File: src/rtl/vga_timing_pkg.sv
`default_nettype none
// +----------------------------------------------------------------------------+
// | vga_timing_pkg: 640x480@60 timing constants and the shared pixel type.     |
// | Rev 1.0 - initial release                                                  |
// +----------------------------------------------------------------------------+
package vga_timing_pkg;

   localparam int c_hActive = 640;
   localparam int c_hFp     = 16;
   localparam int c_hSync   = 96;
   localparam int c_hBp     = 48;
   localparam int c_vActive = 480;
   localparam int c_vFp     = 10;
   localparam int c_vSync   = 2;
   localparam int c_vBp     = 33;

   localparam int c_hTotal = c_hActive + c_hFp + c_hSync + c_hBp;
   localparam int c_vTotal = c_vActive + c_vFp + c_vSync + c_vBp;

   localparam int c_hSyncStart = c_hActive + c_hFp;
   localparam int c_hSyncEnd   = c_hSyncStart + c_hSync;
   localparam int c_vSyncStart = c_vActive + c_vFp;
   localparam int c_vSyncEnd   = c_vSyncStart + c_vSync;

   localparam int c_cntWidth = 10;
   localparam int c_rgbWidth = 24;

   typedef logic [c_rgbWidth-1:0] rgb_t;

   function automatic rgb_t packRgb(input logic [7:0] r, input logic [7:0] g,
                                    input logic [7:0] b);
      return {r, g, b};
   endfunction

endpackage
`default_nettype wire

File: src/rtl/vga_timing_gen.sv
`default_nettype none
// +----------------------------------------------------------------------------+
// | vga_timing_gen: scan counters, raw syncs, active flag and frame pulse.     |
// | Rev 1.0 - initial release                                                  |
// +----------------------------------------------------------------------------+
module vga_timing_gen
   import vga_timing_pkg::*;
#(
   parameter int H_ACTIVE = c_hActive,
   parameter int H_FP     = c_hFp,
   parameter int H_SYNC   = c_hSync,
   parameter int H_BP     = c_hBp,
   parameter int V_ACTIVE = c_vActive,
   parameter int V_FP     = c_vFp,
   parameter int V_SYNC   = c_vSync,
   parameter int V_BP     = c_vBp
) (
   input  logic                  clk,
   input  logic                  rst,
   output logic [c_cntWidth-1:0] o_xPos,
   output logic [c_cntWidth-1:0] o_yPos,
   output logic                  o_scanValid,
   output logic                  o_hsRaw,
   output logic                  o_vsRaw,
   output logic                  o_frameStart
);

   localparam logic [c_cntWidth-1:0] c_hLast    = c_cntWidth'(H_ACTIVE + H_FP + H_SYNC + H_BP - 1);
   localparam logic [c_cntWidth-1:0] c_vLast    = c_cntWidth'(V_ACTIVE + V_FP + V_SYNC + V_BP - 1);
   localparam logic [c_cntWidth-1:0] c_hAct     = c_cntWidth'(H_ACTIVE);
   localparam logic [c_cntWidth-1:0] c_vAct     = c_cntWidth'(V_ACTIVE);
   localparam logic [c_cntWidth-1:0] c_hsStart  = c_cntWidth'(H_ACTIVE + H_FP);
   localparam logic [c_cntWidth-1:0] c_hsEnd    = c_cntWidth'(H_ACTIVE + H_FP + H_SYNC);
   localparam logic [c_cntWidth-1:0] c_vsStart  = c_cntWidth'(V_ACTIVE + V_FP);
   localparam logic [c_cntWidth-1:0] c_vsEnd    = c_cntWidth'(V_ACTIVE + V_FP + V_SYNC);

   logic [c_cntWidth-1:0] r_hCnt;
   logic [c_cntWidth-1:0] r_vCnt;

   always_ff @(posedge clk) begin
      if (rst) begin
         r_hCnt <= '0;
         r_vCnt <= '0;
      end else if (r_hCnt == c_hLast) begin
         r_hCnt <= '0;
         r_vCnt <= (r_vCnt == c_vLast) ? '0 : r_vCnt + 1'b1;
      end else begin
         r_hCnt <= r_hCnt + 1'b1;
      end
   end

   assign o_xPos = r_hCnt;
   assign o_yPos = r_vCnt;

   // Gated by rst so layers and the alignment pipe see an idle scan while held.
   assign o_scanValid  = !rst && (r_hCnt < c_hAct) && (r_vCnt < c_vAct);
   assign o_hsRaw      = !((r_hCnt >= c_hsStart) && (r_hCnt < c_hsEnd));
   assign o_vsRaw      = !((r_vCnt >= c_vsStart) && (r_vCnt < c_vsEnd));
   assign o_frameStart = !rst && (r_hCnt == '0) && (r_vCnt == c_vAct);

endmodule
`default_nettype wire

File: src/rtl/vga_scan_mixer.sv
`default_nettype none
// +----------------------------------------------------------------------------+
// | vga_scan_mixer: drives scan position to layers, composites by priority.    |
// | Rev 1.0 - initial release                                                  |
// +----------------------------------------------------------------------------+
module vga_scan_mixer
   import vga_timing_pkg::*;
#(
   parameter int   H_ACTIVE  = c_hActive,
   parameter int   H_FP      = c_hFp,
   parameter int   H_SYNC    = c_hSync,
   parameter int   H_BP      = c_hBp,
   parameter int   V_ACTIVE  = c_vActive,
   parameter int   V_FP      = c_vFp,
   parameter int   V_SYNC    = c_vSync,
   parameter int   V_BP      = c_vBp,
   parameter int   LAYER_LAT = 1,
   parameter rgb_t BG_COLOR  = 24'h000000
) (
   input  logic                  clk,
   input  logic                  rst,
   output logic [c_cntWidth-1:0] x_pos,
   output logic [c_cntWidth-1:0] y_pos,
   output logic                  scan_valid,
   input  logic                  RqFlag0,
   input  logic [7:0]            r0,
   input  logic [7:0]            g0,
   input  logic [7:0]            b0,
   input  logic                  RqFlag1,
   input  logic [7:0]            r1,
   input  logic [7:0]            g1,
   input  logic [7:0]            b1,
   output logic                  vga_hs,
   output logic                  vga_vs,
   output logic                  vga_de,
   output logic [7:0]            vga_r,
   output logic [7:0]            vga_g,
   output logic [7:0]            vga_b,
   output logic                  frame_start
);

   logic w_hsRaw, w_vsRaw, w_scanValid;
   logic w_hsD, w_vsD, w_deD;
   rgb_t w_pixel;

   logic r_vgaHs, r_vgaVs, r_vgaDe;
   rgb_t r_rgb;

   vga_timing_gen #(
      .H_ACTIVE (H_ACTIVE),
      .H_FP     (H_FP),
      .H_SYNC   (H_SYNC),
      .H_BP     (H_BP),
      .V_ACTIVE (V_ACTIVE),
      .V_FP     (V_FP),
      .V_SYNC   (V_SYNC),
      .V_BP     (V_BP)
   ) u_timing (
      .clk          (clk),
      .rst          (rst),
      .o_xPos       (x_pos),
      .o_yPos       (y_pos),
      .o_scanValid  (w_scanValid),
      .o_hsRaw      (w_hsRaw),
      .o_vsRaw      (w_vsRaw),
      .o_frameStart (frame_start)
   );

   assign scan_valid = w_scanValid;

   // Delay sync/active by the layer latency so they line up with RqFlag/RGB.
   if (LAYER_LAT == 0) begin : g_noAlign
      assign w_hsD = w_hsRaw;
      assign w_vsD = w_vsRaw;
      assign w_deD = w_scanValid;
   end else begin : g_align
      logic [LAYER_LAT-1:0] r_hsSr;
      logic [LAYER_LAT-1:0] r_vsSr;
      logic [LAYER_LAT-1:0] r_deSr;

      always_ff @(posedge clk) begin
         if (rst) begin
            r_hsSr <= '1;
            r_vsSr <= '1;
            r_deSr <= '0;
         end else begin
            r_hsSr[0] <= w_hsRaw;
            r_vsSr[0] <= w_vsRaw;
            r_deSr[0] <= w_scanValid;
            for (int i = 1; i < LAYER_LAT; i++) begin
               r_hsSr[i] <= r_hsSr[i-1];
               r_vsSr[i] <= r_vsSr[i-1];
               r_deSr[i] <= r_deSr[i-1];
            end
         end
      end

      assign w_hsD = r_hsSr[LAYER_LAT-1];
      assign w_vsD = r_vsSr[LAYER_LAT-1];
      assign w_deD = r_deSr[LAYER_LAT-1];
   end

   // Layer 0 (sprite) sits above layer 1 (background); blanking is forced black.
   always_comb begin
      w_pixel = BG_COLOR;
      if (!w_deD) begin
         w_pixel = '0;
      end else if (RqFlag0) begin
         w_pixel = packRgb(r0, g0, b0);
      end else if (RqFlag1) begin
         w_pixel = packRgb(r1, g1, b1);
      end
   end

   always_ff @(posedge clk) begin
      if (rst) begin
         r_vgaHs <= 1'b1;
         r_vgaVs <= 1'b1;
         r_vgaDe <= 1'b0;
         r_rgb   <= '0;
      end else begin
         r_vgaHs <= w_hsD;
         r_vgaVs <= w_vsD;
         r_vgaDe <= w_deD;
         r_rgb   <= w_pixel;
      end
   end

   assign vga_hs = r_vgaHs;
   assign vga_vs = r_vgaVs;
   assign vga_de = r_vgaDe;
   assign vga_r  = r_rgb[23:16];
   assign vga_g  = r_rgb[15:8];
   assign vga_b  = r_rgb[7:0];

endmodule
`default_nettype wire

File: config.mk
export PLATFORM = sky130hd
export DESIGN_NAME = vga_scan_mixer
export DESIGN_NICKNAME = d
export VERILOG_FILES = /design/src/rtl/vga_timing_pkg.sv /design/src/rtl/vga_timing_gen.sv /design/src/rtl/vga_scan_mixer.sv
export SDC_FILE = /design/constraint.sdc
export NUM_CORES = 1
export LEC_CHECK = 0
export BUFFER_PORTS_ARGS = -buffer_cell sky130_fd_sc_hd__buf_4
export CAP_MARGIN = 20
export CELL_PAD_IN_SITES_DETAIL_PLACEMENT = 1
export CELL_PAD_IN_SITES_GLOBAL_PLACEMENT = 2
export CORE_MARGIN = 2
export CORE_UTILIZATION = 24
export CTS_CLUSTER_DIAMETER = 200
export DETAILED_ROUTE_END_ITERATION = 6
export GPL_TIMING_DRIVEN = 0
export PLACE_DENSITY = 0.75
export SLEW_MARGIN = 5
export SYNTH_ARGS = -nofsm -noshare
export SYNTH_HDL_FRONTEND = slang
export SYNTH_HIERARCHICAL = 1
export SYNTH_SLANG_ARGS = --single-unit
File: constraint.sdc
create_clock -name clk -period 1.9 [get_ports clk]
set_clock_uncertainty 0.1 [all_clocks]
set_input_delay 0.095 -clock clk [delete_from_list [all_inputs] [get_ports clk]]
set_output_delay 0.095 -clock clk [all_outputs]
set_load 0.1 [all_outputs]
==> summary.md <==
| Metric | Value |
|---|---|
| CP Data Required Time | `2.03 ns` |
| Syn Nets | `306` |
| CTS buffer count | `5` |
| Max Transition Viols Final | `0` |
| Cell with the most instances after synthesis | `dfxtp_1` |
| Iter 0 DRT Violations | `48` |
| Fin crit share | `102%` |
| Power, Total | `2.31 mW` |
| Inserted Diodes | `0` |
| Crit path capture type | `register` |
| Yosys warns | `6` |
| Violated checks | `setup timing` |
| Worst-path clk slew | `0.09 ns` |
| Initial antenna violation count | `0` |
| Dpl cell area | `3240 sq um` |
| I/O Buffers | `99` |
| Wire per inst | `15.0 um` |
| PnR worst setup slack | `-0.0371 ns` |
| Final wirelength | `7.88 mm` |
| Hold Fails Final Rpt | `0` |
| Max Clk Rate | `516 MHz` |
| Pre-antenna DRT Iters | `4` |
| Area grow syn2layout | `74.6%` |
| Core Region | `9200 sq um` |
| Most used cell, CP | `or3_4` |
| Post-synth EDFFs | `0` |
| CP startpoint kind | `register` |
| Post-layout min period | `1.94 ns` |
| Routed vias | `2368` |
| Pwr dens | `585 nW/um^2` |
| Reg-to-reg slack, setup | `-0.04 ns` |
| Die area | `10200 sq um` |
| Setup TNS | `-0.0371 ns` |
| Chip width | `101 um` |
| Post-DP HPWL | `5.35 mm` |
| Post-route cell area | `3960 sq um` |
| Synth area leader | `dfxtp_1` |
| DRC violation count after routing | `0` |
| Max-Slew Margin vs Limit | `68.5%` |
| GPL Wtd Cong | `0.728` |
| Post-synthesis register bit count | `50` |
| Top-area cell type share of the netlist area | `44.2%` |
| Crit-path slowest cell | `or3_4` |
| Avg Inst Size Synth | `9.07 sq um` |
| Cells along the critical path | `or3_4, or3_4, or4_4, a21oi_2` |
| Ys flop type | `dfxtp_1` |
| Cells after Synth | `250` |
| Final #Nets | `469` |
| Total leakage power | `1.69 nW` |
| Clock Root Buffer | `clkbuf_8` |
| Total gr overflow | `0` |
| Slew @ Worst Pin | `0.473 ns` |
| Register area share after synthesis | `44.2%` |
| Peak supply drop | `0.307 mV` |
| Worst Setup Path Type | `reg2reg` |
| # Max-Cap Violations | `0` |
| Layout cells sized above 1 | `44.9%` |
| CTS Sinks | `50` |
| Num ports | `101` |
| CP peak stage delay | `0.46 ns` |
| Largest net degree at the start of global routing | `16` |
| First-pass GRT wire length | `12.1 mm` |
| Fillers | `1089` |
| Synthesized area | `2270 sq um` |
| Post-route ant nets | `0` |
| Final setup vio count | `1` |
| Via density | `4.51` |
| Worst Path Arrival | `2.07 ns` |
| Commonest cells in the netlist | `dfxtp_1 (50), nand2_1 (31), nand3b_1 (24), a21oi_2 (21), nor2_1 (21)` |
| Std cell rows | `35` |
| Area contributors post-synth | `dfxtp_1 (44%), a21oi_2 (8.1%), nand3b_1 (7.9%), nand2_1 (5.1%), buf_6 (3.5%)` |
| Critical path fanouts, max | `8` |
| Hold_ws | `0.00219 ns` |
| Unrepaired setup endpoints after global routing | `yes` |
| Final Core Density | `43.0%` |
| Clk_lat worst skew | `0.30 ns` |
| Initial Util | `24.7%` |
| H-tree depth | `2` |
| Netlist cell types | `36` |
| Worst hold path class | `in2reg` |
| CTS tree | `done` |
| CTS Buffer Depth | `2` |
| Vias in the first global route | `2429` |
| Die H | `101 um` |
| Fraction of registers with async set/reset | `0%` |
| Outcome | `finished with violations` |
| Overall Global Routing Usage | `15.0%` |
cell families (layout without fill, tap and decap cells):
family / count (synthesis) / after routing / share of synthesized area (%)
simple gates: 124 / 124 / 30.2
flops: 50 / 50 / 44.2
compound gates: 34 / 34 / 11.2
buf+inv: 24 / 188 / 6.73
xor+xnor: 13 / 13 / 5.02
fa+ha+maj: 4 / 4 / 2.21
mux: 1 / 1 / 0.442
flip-flops by register name, summed over array words and instances, names as in the netlist:
name and cells:
vga_vs 1, g_align.r_hsSr 1, vga_de 1, u_timing/o_xPos 10, g_align.r_vsSr 1, g_align.r_deSr 1
u_timing/o_yPos 10, vga_hs 1, r_rgb 24
layout by cell type (no fill, tap or decap), types with 4 or more instances in the layout:
cell	synthesis	final
nor3_1	8	5
nand3_1	9	9
inv_1	8	8
xnor2_1	9	9
buf_6	7	7
nand2_1	31	31
nand4_1	8	8
or2_2	4	4
xor2_1	4	4
dfxtp_4	0	10
dlygate4sd3_1	0	49
dfxtp_1	50	30
a21oi_2	21	21
a21oi_1	8	8
clkbuf_8	0	7
nor2_1	21	20
dfxtp_2	0	10
buf_4	2	111
nand3b_1	24	24
final timing paths:
kind / from / endpoint / cells past startpoint
worst max register to register: u_timing/o_xPos[7] / u_timing/o_yPos[8] / 4
worst min-delay path: rst / g_align.r_deSr / 2
worst max-delay path: u_timing/o_xPos[7] / u_timing/o_yPos[8] / 4
worst min register to register: g_align.r_hsSr / vga_hs / 1
report_power, final:
group / switching (mW) / internal [mW] / total, mW
Sequential: 0.0114 / 1.06 / 1.07
Clock: 0.361 / 0.430 / 0.791
Combinational: 0.260 / 0.197 / 0.457
critical path, delay by kind of cell, from the launching register on:
| kind | cells | cell delay, ns |
|---|---|---|
| AOI/OAI and AO/OA | 1 | 0.12 |
| DFF | 1 | 0.35 |
| and+or+nand+nor | 3 | 1.29 |
repair_timing:
item                                    CTS  global route
endpoints found under the setup margin   17            12
endpoints found under the hold margin    28             0
gates cloned                              0             0
resized for setup                        10             4
pin swaps                                 6             3
setup buffers                            11             1
hold buffers                             49             0
per-layer routing:
layer	vias up	part of all wire, %	GRT usage (%)
li1	1179	-	-
met4	0	2.0	4.78
met1	1135	41	18.4
met3	10	3.0	2.55
met5	-	0	0
met2	44	54	26.8
per-stage QoR:
stage          instances  setup WS (ns)
6_report             525        -0.0371
5_1_grt              525        -0.0884
4_1_cts              524        -0.0550
3_5_place_dp         460         -0.393
3_3_place_gp         460         -0.390
2_1_floorplan        250         -0.222
layout make-up:
type	instances	area (sq um)	area share, %
clock inverters	1	30.0	0.759
inverters	8	30.0	0.759
multi-input cells	176	1170	29.6
flip-flops and latches	50	1050	26.6
clock buffers	7	86.3	2.18
repair buffers	160	1340	33.9
well taps	111	139	3.51
plain buffers	12	109	2.75
(Power assumes the default switching activity.)
